==> config.mk <==
export PLATFORM = sky130hd
export DESIGN_NAME = writeback_arbiter
export DESIGN_NICKNAME = d
export VERILOG_FILES = /design/src/rtl/writeback_pkg.sv /design/src/rtl/wb_fifo.sv /design/src/rtl/writeback_arbiter.sv
export SDC_FILE = /design/constraint.sdc
export NUM_CORES = 1
export LEC_CHECK = 0
export ABC_AREA = 1
export CAP_MARGIN = 30
export CORE_UTILIZATION = 40
export DETAILED_ROUTE_END_ITERATION = 7
export GPL_TIMING_DRIVEN = 1
export PLACE_DENSITY = 0.63
export SLEW_MARGIN = 30
export SYNTH_ARGS = -nofsm -noshare
export SYNTH_HDL_FRONTEND = slang
export SYNTH_HIERARCHICAL = 1
export SYNTH_SLANG_ARGS = --single-unit
==> constraint.sdc <==
create_clock -name clock -period 3.45 [get_ports clock]
set_clock_uncertainty 0.15 [all_clocks]
set_input_delay 1.035 -clock clock [delete_from_list [all_inputs] [get_ports clock]]
set_output_delay 1.035 -clock clock [all_outputs]
set_load 0.05 [all_outputs]
==> src/rtl/writeback_pkg.sv <==
// -----------------------------------------------------------------------------
// writeback_pkg
// Shared definitions for the register-file write-back path: default widths,
// register count, the queued write record and the source indices used by the
// round-robin arbiter.
// -----------------------------------------------------------------------------
package writeback_pkg;

    localparam int DEFAULT_DATA_W = 32;
    localparam int DEFAULT_ADDR_W = 4;
    localparam int NUM_REGS       = 2 ** DEFAULT_ADDR_W;

    // One pending register-file write at the default widths.
    typedef struct packed {
        logic [DEFAULT_ADDR_W-1:0] rd;
        logic [DEFAULT_DATA_W-1:0] data;
    } wb_entry_t;

    // Source indices; also the encoding of the round-robin preference flop.
    localparam logic SRC_MEM = 1'b0;
    localparam logic SRC_ALU = 1'b1;

endpackage

==> src/rtl/wb_fifo.sv <==
// -----------------------------------------------------------------------------
// wb_fifo
// Small FIFO of {rd, data} write records, one instance per write source.
// Each slot carries its own valid bit, so full/empty fall out of the valid
// vector and the per-slot valid/rd view can feed hazard and busy logic.
//
// Ports:
//   clock, reset_n           clock, async active-low reset
//   push, push_rd, push_data enqueue (ignored when full)
//   pop                      dequeue head (ignored when empty)
//   head_rd, head_data       oldest entry
//   full, empty              occupancy flags
//   entry_valid[DEPTH]       per-slot valid bits
//   entry_rd[DEPTH*ADDR_W]   per-slot destination registers, slot i at i*ADDR_W
// -----------------------------------------------------------------------------
module wb_fifo #(
    parameter int DEPTH  = 2,
    parameter int ADDR_W = 4,
    parameter int DATA_W = 32
) (
    input  logic                     clock,
    input  logic                     reset_n,
    input  logic                     push,
    input  logic [ADDR_W-1:0]        push_rd,
    input  logic [DATA_W-1:0]        push_data,
    input  logic                     pop,
    output logic [ADDR_W-1:0]        head_rd,
    output logic [DATA_W-1:0]        head_data,
    output logic                     full,
    output logic                     empty,
    output logic [DEPTH-1:0]         entry_valid,
    output logic [DEPTH*ADDR_W-1:0]  entry_rd
);

    localparam int              PTR_W = (DEPTH > 1) ? $clog2(DEPTH) : 1;
    localparam logic [PTR_W-1:0] LAST = PTR_W'(DEPTH - 1);

    logic [PTR_W-1:0] wr_ptr_q, wr_ptr_d;
    logic [PTR_W-1:0] rd_ptr_q, rd_ptr_d;
    logic [DEPTH-1:0] valid_q, valid_d;
    logic [ADDR_W-1:0] rd_mem   [DEPTH];
    logic [DATA_W-1:0] data_mem [DEPTH];
    logic do_push, do_pop;

    // Pointers wrap modulo DEPTH, which need not be a power of two.
    function automatic logic [PTR_W-1:0] ptr_inc(input logic [PTR_W-1:0] p);
        return (p == LAST) ? '0 : p + 1'b1;
    endfunction

    assign full    = &valid_q;
    assign empty   = ~|valid_q;
    assign do_push = push && !full;
    assign do_pop  = pop && !empty;

    // NOTE: every signal assigned here gets a default first, so no path leaves
    // it unassigned and no latch is inferred.
    always_comb begin
        wr_ptr_d = wr_ptr_q;
        rd_ptr_d = rd_ptr_q;
        valid_d  = valid_q;
        if (do_pop) begin
            valid_d[rd_ptr_q] = 1'b0;
            rd_ptr_d          = ptr_inc(rd_ptr_q);
        end
        if (do_push) begin
            valid_d[wr_ptr_q] = 1'b1;
            wr_ptr_d          = ptr_inc(wr_ptr_q);
        end
    end

    // NOTE: state flops use non-blocking assignments so every flop samples the
    // pre-edge values regardless of statement order.
    always_ff @(posedge clock or negedge reset_n) begin
        if (!reset_n) begin
            wr_ptr_q <= '0;
            rd_ptr_q <= '0;
            valid_q  <= '0;
        end else begin
            wr_ptr_q <= wr_ptr_d;
            rd_ptr_q <= rd_ptr_d;
            valid_q  <= valid_d;
        end
    end

    // NOTE: payload storage has no reset; a slot is only observed while its
    // valid bit is set, and the valid bits are reset.
    always_ff @(posedge clock) begin
        if (do_push) begin
            rd_mem[wr_ptr_q]   <= push_rd;
            data_mem[wr_ptr_q] <= push_data;
        end
    end

    assign head_rd     = rd_mem[rd_ptr_q];
    assign head_data   = data_mem[rd_ptr_q];
    assign entry_valid = valid_q;

    always_comb begin
        entry_rd = '0;
        for (int i = 0; i < DEPTH; i++) begin
            entry_rd[i*ADDR_W +: ADDR_W] = rd_mem[i];
        end
    end

endmodule

==> src/rtl/writeback_arbiter.sv <==
// -----------------------------------------------------------------------------
// writeback_arbiter
// Collects ALU and load-unit results into per-source FIFOs and issues one
// register-file write per cycle through a registered output stage. Blocks
// cross-source WAW reordering and exports a busy bitmap for decode stalls.
//
// Ports:
//   clock, reset_n                     clock, async active-low reset
//   alu_valid/ready/rd/data            ALU result handshake
//   mem_valid/ready/rd/data            load-unit result handshake
//   RegWrite, WriteRegister, WriteData register-file write port (registered)
//   busy_mask                          bit r set while a write to r is pending
//
// Optional build macro WB_FWD_EN adds a combinational forwarding view:
//   fwd_rs1, fwd_rs2   in   source registers to look up
//   fwd_hit1, fwd_hit2 out  output port is writing that register this cycle
//   fwd_data1/2        out  WriteData on a hit, else 0
// -----------------------------------------------------------------------------
module writeback_arbiter
    import writeback_pkg::*;
#(
    parameter int DATA_W     = DEFAULT_DATA_W,
    parameter int ADDR_W     = DEFAULT_ADDR_W,
    parameter int FIFO_DEPTH = 2
) (
    input  logic                     clock,
    input  logic                     reset_n,
    input  logic                     alu_valid,
    output logic                     alu_ready,
    input  logic [ADDR_W-1:0]        alu_rd,
    input  logic [DATA_W-1:0]        alu_data,
    input  logic                     mem_valid,
    output logic                     mem_ready,
    input  logic [ADDR_W-1:0]        mem_rd,
    input  logic [DATA_W-1:0]        mem_data,
    output logic                     RegWrite,
    output logic [ADDR_W-1:0]        WriteRegister,
    output logic [DATA_W-1:0]        WriteData,
    output logic [(2**ADDR_W)-1:0]   busy_mask
`ifdef WB_FWD_EN
    ,
    input  logic [ADDR_W-1:0]        fwd_rs1,
    input  logic [ADDR_W-1:0]        fwd_rs2,
    output logic                     fwd_hit1,
    output logic                     fwd_hit2,
    output logic [DATA_W-1:0]        fwd_data1,
    output logic [DATA_W-1:0]        fwd_data2
`endif
);

    localparam int NREG = 2 ** ADDR_W;

    logic                     alu_push, alu_pop, alu_full, alu_empty;
    logic                     mem_push, mem_pop, mem_full, mem_empty;
    logic [ADDR_W-1:0]        alu_head_rd, mem_head_rd;
    logic [DATA_W-1:0]        alu_head_data, mem_head_data;
    logic [FIFO_DEPTH-1:0]    alu_entry_valid, mem_entry_valid;
    logic [FIFO_DEPTH*ADDR_W-1:0] alu_entry_rd, mem_entry_rd;

    logic                     alu_rd_in_mem, mem_rd_in_alu;
    logic                     any_pending, grant;
    logic                     pref_q, pref_d;
    logic                     reg_write_q, reg_write_d;
    logic [ADDR_W-1:0]        wreg_q, wreg_d;
    logic [DATA_W-1:0]        wdata_q, wdata_d;

    wb_fifo #(.DEPTH(FIFO_DEPTH), .ADDR_W(ADDR_W), .DATA_W(DATA_W)) u_alu_fifo (
        .clock       (clock),
        .reset_n     (reset_n),
        .push        (alu_push),
        .push_rd     (alu_rd),
        .push_data   (alu_data),
        .pop         (alu_pop),
        .head_rd     (alu_head_rd),
        .head_data   (alu_head_data),
        .full        (alu_full),
        .empty       (alu_empty),
        .entry_valid (alu_entry_valid),
        .entry_rd    (alu_entry_rd)
    );

    wb_fifo #(.DEPTH(FIFO_DEPTH), .ADDR_W(ADDR_W), .DATA_W(DATA_W)) u_mem_fifo (
        .clock       (clock),
        .reset_n     (reset_n),
        .push        (mem_push),
        .push_rd     (mem_rd),
        .push_data   (mem_data),
        .pop         (mem_pop),
        .head_rd     (mem_head_rd),
        .head_data   (mem_head_data),
        .full        (mem_full),
        .empty       (mem_empty),
        .entry_valid (mem_entry_valid),
        .entry_rd    (mem_entry_rd)
    );

    // Cross-source WAW check: an incoming rd may not overtake a queued write
    // to the same register in the other FIFO. rd 0 is never written, so it
    // never stalls.
    always_comb begin
        alu_rd_in_mem = 1'b0;
        mem_rd_in_alu = 1'b0;
        for (int i = 0; i < FIFO_DEPTH; i++) begin
            if (mem_entry_valid[i] && mem_entry_rd[i*ADDR_W +: ADDR_W] == alu_rd)
                alu_rd_in_mem = 1'b1;
            if (alu_entry_valid[i] && alu_entry_rd[i*ADDR_W +: ADDR_W] == mem_rd)
                mem_rd_in_alu = 1'b1;
        end
    end

    // MEM wins a same-cycle collision on one register; mem_ready never looks
    // at ALU inputs, so the ALU ready path cannot loop back on itself.
    assign mem_ready = !mem_full && !(mem_rd_in_alu && mem_rd != '0);
    assign alu_ready = !alu_full
                    && !(alu_rd != '0 && (alu_rd_in_mem
                                          || (mem_valid && mem_ready && mem_rd == alu_rd)));
    assign alu_push  = alu_valid && alu_ready;
    assign mem_push  = mem_valid && mem_ready;

    // Round-robin: pref_q names the source to favour on the next tie and is
    // flipped to the other source after every grant.
    always_comb begin
        any_pending = !alu_empty || !mem_empty;
        if (!alu_empty && !mem_empty) grant = pref_q;
        else if (!mem_empty)          grant = SRC_MEM;
        else                          grant = SRC_ALU;

        alu_pop     = any_pending && (grant == SRC_ALU);
        mem_pop     = any_pending && (grant == SRC_MEM);

        pref_d      = pref_q;
        reg_write_d = 1'b0;
        wreg_d      = wreg_q;
        wdata_d     = wdata_q;
        if (any_pending) begin
            pref_d      = ~grant;
            wreg_d      = (grant == SRC_ALU) ? alu_head_rd   : mem_head_rd;
            wdata_d     = (grant == SRC_ALU) ? alu_head_data : mem_head_data;
            // rd 0 entries drain through the stage without a write strobe.
            reg_write_d = (wreg_d != '0);
        end
    end

    always_ff @(posedge clock or negedge reset_n) begin
        if (!reset_n) begin
            pref_q      <= SRC_MEM;
            reg_write_q <= 1'b0;
            wreg_q      <= '0;
            wdata_q     <= '0;
        end else begin
            pref_q      <= pref_d;
            reg_write_q <= reg_write_d;
            wreg_q      <= wreg_d;
            wdata_q     <= wdata_d;
        end
    end

    assign RegWrite      = reg_write_q;
    assign WriteRegister = wreg_q;
    assign WriteData     = wdata_q;

    always_comb begin
        busy_mask = '0;
        for (int i = 0; i < FIFO_DEPTH; i++) begin
            if (alu_entry_valid[i]) busy_mask[alu_entry_rd[i*ADDR_W +: ADDR_W]] = 1'b1;
            if (mem_entry_valid[i]) busy_mask[mem_entry_rd[i*ADDR_W +: ADDR_W]] = 1'b1;
        end
        if (reg_write_q) busy_mask[wreg_q] = 1'b1;
        busy_mask[0] = 1'b0;
    end

`ifdef WB_FWD_EN
    always_comb begin
        fwd_hit1  = reg_write_q && (wreg_q == fwd_rs1) && (fwd_rs1 != '0);
        fwd_hit2  = reg_write_q && (wreg_q == fwd_rs2) && (fwd_rs2 != '0);
        fwd_data1 = fwd_hit1 ? wdata_q : '0;
        fwd_data2 = fwd_hit2 ? wdata_q : '0;
    end
`endif

endmodule

==> metrics.md <==
| Metric | Value |
|---|---|
| Vias per inst | `between 4 and 5` |
| Worst-margin pin slew | `701 ps` |
| Setup total negative slack | `0 ps` |
| Worst Hold Class | `flop to flop` |
| DRT Pass-1 Iters | `5` |
| Critical-path top delay cell | `nand3b_1` |
| Placed cell areas | `between 10000 and 15000 um2` |
| WL/cell | `17.4 um` |
| RSZ-0062 raised after global routing | `false` |
| Root buf cell | `clkbuf_16` |
| Final hold vios | `0` |
| CP bufs+invs | `4` |
| Power Density | `967 nW/um2` |
| Average size of a mapped cell | `9.87 um2` |
| Leak pwr | `4.54 nW` |
| Critical path class | `primary input to primary output` |
| Clk pin slew, worst setup/hold paths | `70 ps` |
| Worst slew margin | `53.2%` |
| Max_cap viols | `0` |
| Tcrit/Tclk final | `just under 100%` |
| Post-place setup slack | `-467 ps` |
| Initial Util | `41.0%` |
| ANT nets after route | `0` |
| Worst path arrival time | `between 2000 and 2500 ps` |
| Slew Limit Fails | `0` |
| Core footprint | `20400 um2` |
| EDFF count, synth | `144` |
| Die H | `146 um` |
| Final setup margin | `118 ps` |
| Top Family by Delay on Critical Path | `simple AND/OR/NAND/NOR gates` |
| Clk buf depth | `2` |
| IO Pins | `131` |
| Antenna violations before repair | `0` |
| Final Cell Area | `10800 um2` |
| Most frequent cells in the layout | `390 x nand2_1, 144 x edfxtp_1, 103 x clkdlybuf4s50_1` |
| Final Routed Wirelength | `between 20000 and 25000 um` |
| Syn nets | `922` |
| Reg2reg setup slack | `roughly 650 ps` |
| Synth unique cells | `34` |
| Clk_lat worst skew | `420 ps` |
| Required time of the worst setup path | `2260 ps` |
| Largest net degree at the start of global routing | `43` |
| Post-Synthesis Cells | `846` |
| CTS Buf Count | `17` |
| Critical Path Start Type | `primary input` |
| Worst Path Max Fanout | `3` |
| Max VDD drop | `0.633 mV` |
| Area Overhead vs Synth | `28.9%` |
| Grt ovf | `0` |
| Final net count | `1082` |
| Hold-fix buffers at CTS | `0` |
| FMAX | `around 300 MHz` |
| Chip width | `146 um` |
| Vias | `6379` |
| Crit-path max cell delay | `150 ps` |
| Global-route wire length before repair | `between 30000 and 40000 um` |
| Crit-path cells | `buf_2 > buf_6 > nand2_1 > o21ai_0 > nand3b_1 > nand2_1 > nand2_2 > nand4_1 > nand2_1 > nand2_2 > nand2_2 > inv_2 > buf_12` |
| HPWL Detailed | `between 15000 and 20000 um` |
| Async S/R FF share, synth | `24.2%` |
| Register area | `5480 um2` |
| Fill cells | `1841` |
| Layout cells sized above 1 | `roughly 11%` |
| Area of the multi-input gates | `2500 um2` |
| Syn. warnings | `6` |
| Number of global-route vias before repair | `6385` |
| Die area | `between 20000 and 25000 um2` |
| Final setup violating endpoints | `0` |
| TritonCTS clock tree | `yes` |
| Commonest non-fill, non-tap cell in the layout | `nand2_1` |
| Post-synth top flop | `edfxtp_1` |
| Port Buffers | `roughly 130` |
| Row Count | `52` |
| Mapped Area | `about 8400 um2` |
| Status | `complete, no violations` |
| H-tree depth | `4` |
| Ant diodes | `0` |
| Critical Path Sink Type | `primary output` |
| Sequential share of the synthesized area | `65.6%` |
| Tmin final | `3330 ps` |
| GP Congestion | `0.931` |
| DR iter-0 viols | `353` |
| Synth Register Bits | `190` |
| CTS sink count | `190` |
| Residual DRC | `0` |
| Total track usage | `21.7%` |
final cells by class:
type	count	share of cell area [%]
Clock inverter	15	1.27
Timing Repair Buffer	168	15.4
Inverter	61	2.15
Multi-Input combinational cell	568	23.3
Sequential cell	190	50.9
Clock buffer	17	3.95
Tap cell	270	3.14
logic make-up (layout without fill, tap and decap cells):
kind of cell / Yosys count / after routing / share of synthesized area (%)
other cells: 1 / 1 / 0.0449
compound gates: 53 / 53 / 4.40
buf+inv: 88 / 261 / 4.97
xor+xnor: 5 / 5 / 0.524
mux: 4 / 4 / 0.479
flops: 190 / 190 / 65.6
simple gates: 505 / 505 / 24.0
metrics by stage:
step	cells	util [%]	power (W)	hold WS, ps
floorplan	846	-	0.00675	323
detailed placement	1252	50.0	0.00864	337
global placement	1252	50.0	0.00862	327
finish	1289	52.9	0.0104	346
CTS	1285	52.8	0.0105	353
global route	1289	52.9	0.0110	356
state kept, by name, summed over array words and instances, names as in the netlist:
name,flops
u_alu_fifo/wr_ptr_q,1
u_mem_fifo/rd_mem,8
u_mem_fifo/wr_ptr_q,1
u_alu_fifo/entry_valid,2
WriteData,32
u_mem_fifo/rd_ptr_q,1
WriteRegister,4
u_mem_fifo/entry_valid,2
RegWrite,1
pref_q,1
u_alu_fifo/rd_ptr_q,1
u_alu_fifo/rd_mem,8
u_mem_fifo/data_mem,64
u_alu_fifo/data_mem,64
power by group:
group / leakage, nW / total, W / switching [W] / internal (W)
sequential: 1.88 / 0.00366 / 0.000427 / 0.00324
combinational: 2.39 / 0.00491 / 0.00336 / 0.00155
clock: 0.273 / 0.00184 / 0.000835 / 0.00101
total: 4.54 / 0.0104 / 0.00462 / 0.00579
timing repair:
item,in CTS,in global routing
pin swaps,2,6
setup buffers,1,4
resized for setup,30,12
endpoints found under the setup margin,2,1
tightest hold or removal path, delay by kind of cell (launching register included):
kind,cells,cell delay (ps)
flip-flops,1,340
AND/OR/NAND/NOR,2,130
layer usage:
| metal | vias up | track usage (%) | part of all wire [%] |
|---|---|---|---|
| li1 | 3130 | - | - |
| met1 | 2990 | 24.4 | 38 |
| met2 | 215 | 38.7 | 52 |
| met3 | 44 | 4.81 | 6.2 |
| met4 | 0 | 11.0 | 4.1 |
| met5 | - | 0 | 0 |
path summary, 6_finish.rpt:
path / start / to / cells past startpoint
worst max-delay path: mem_rd[3] / alu_ready / 13
worst min-delay path: WriteData[11]$_DFFE_PN0N_ / WriteData[11]$_DFFE_PN0N_ / 2
worst max register to register: u_alu_fifo/rd_mem[1][2]$_DFFE_PP_ / u_alu_fifo/data_mem[1][3]$_DFFE_PP_ / 17
worst min register to register: WriteData[11]$_DFFE_PN0N_ / WriteData[11]$_DFFE_PN0N_ / 2
max in group asynchronous: reset_n / u_mem_fifo/entry_valid[1]$_DFF_PN0_ / 2
min in group asynchronous: reset_n / WriteData[27]$_DFFE_PN0N_ / 1
Yosys cell counts (all sizes together) (3+ instances only):
library cell / number / area share, %
o22ai: 10 / 0.75
a21oi: 4 / 0.28
mux2i: 4 / 0.48
nor3: 18 / 1.1
nand4: 5 / 0.37
o211ai: 5 / 0.45
a311oi: 5 / 0.52
buf: 22 / 2.0
clkbuf: 5 / 0.22
edfxtp: 144 / 52
dfrtp: 46 / 14
xnor2: 3 / 0.31
nand2: 393 / 18
o21ai: 10 / 0.60
a31oi: 7 / 0.52
nor2: 40 / 1.9
o221ai: 7 / 0.73
nand3: 47 / 2.8
inv: 60 / 2.7
Note: power is estimated with default switching activity, not from simulation.
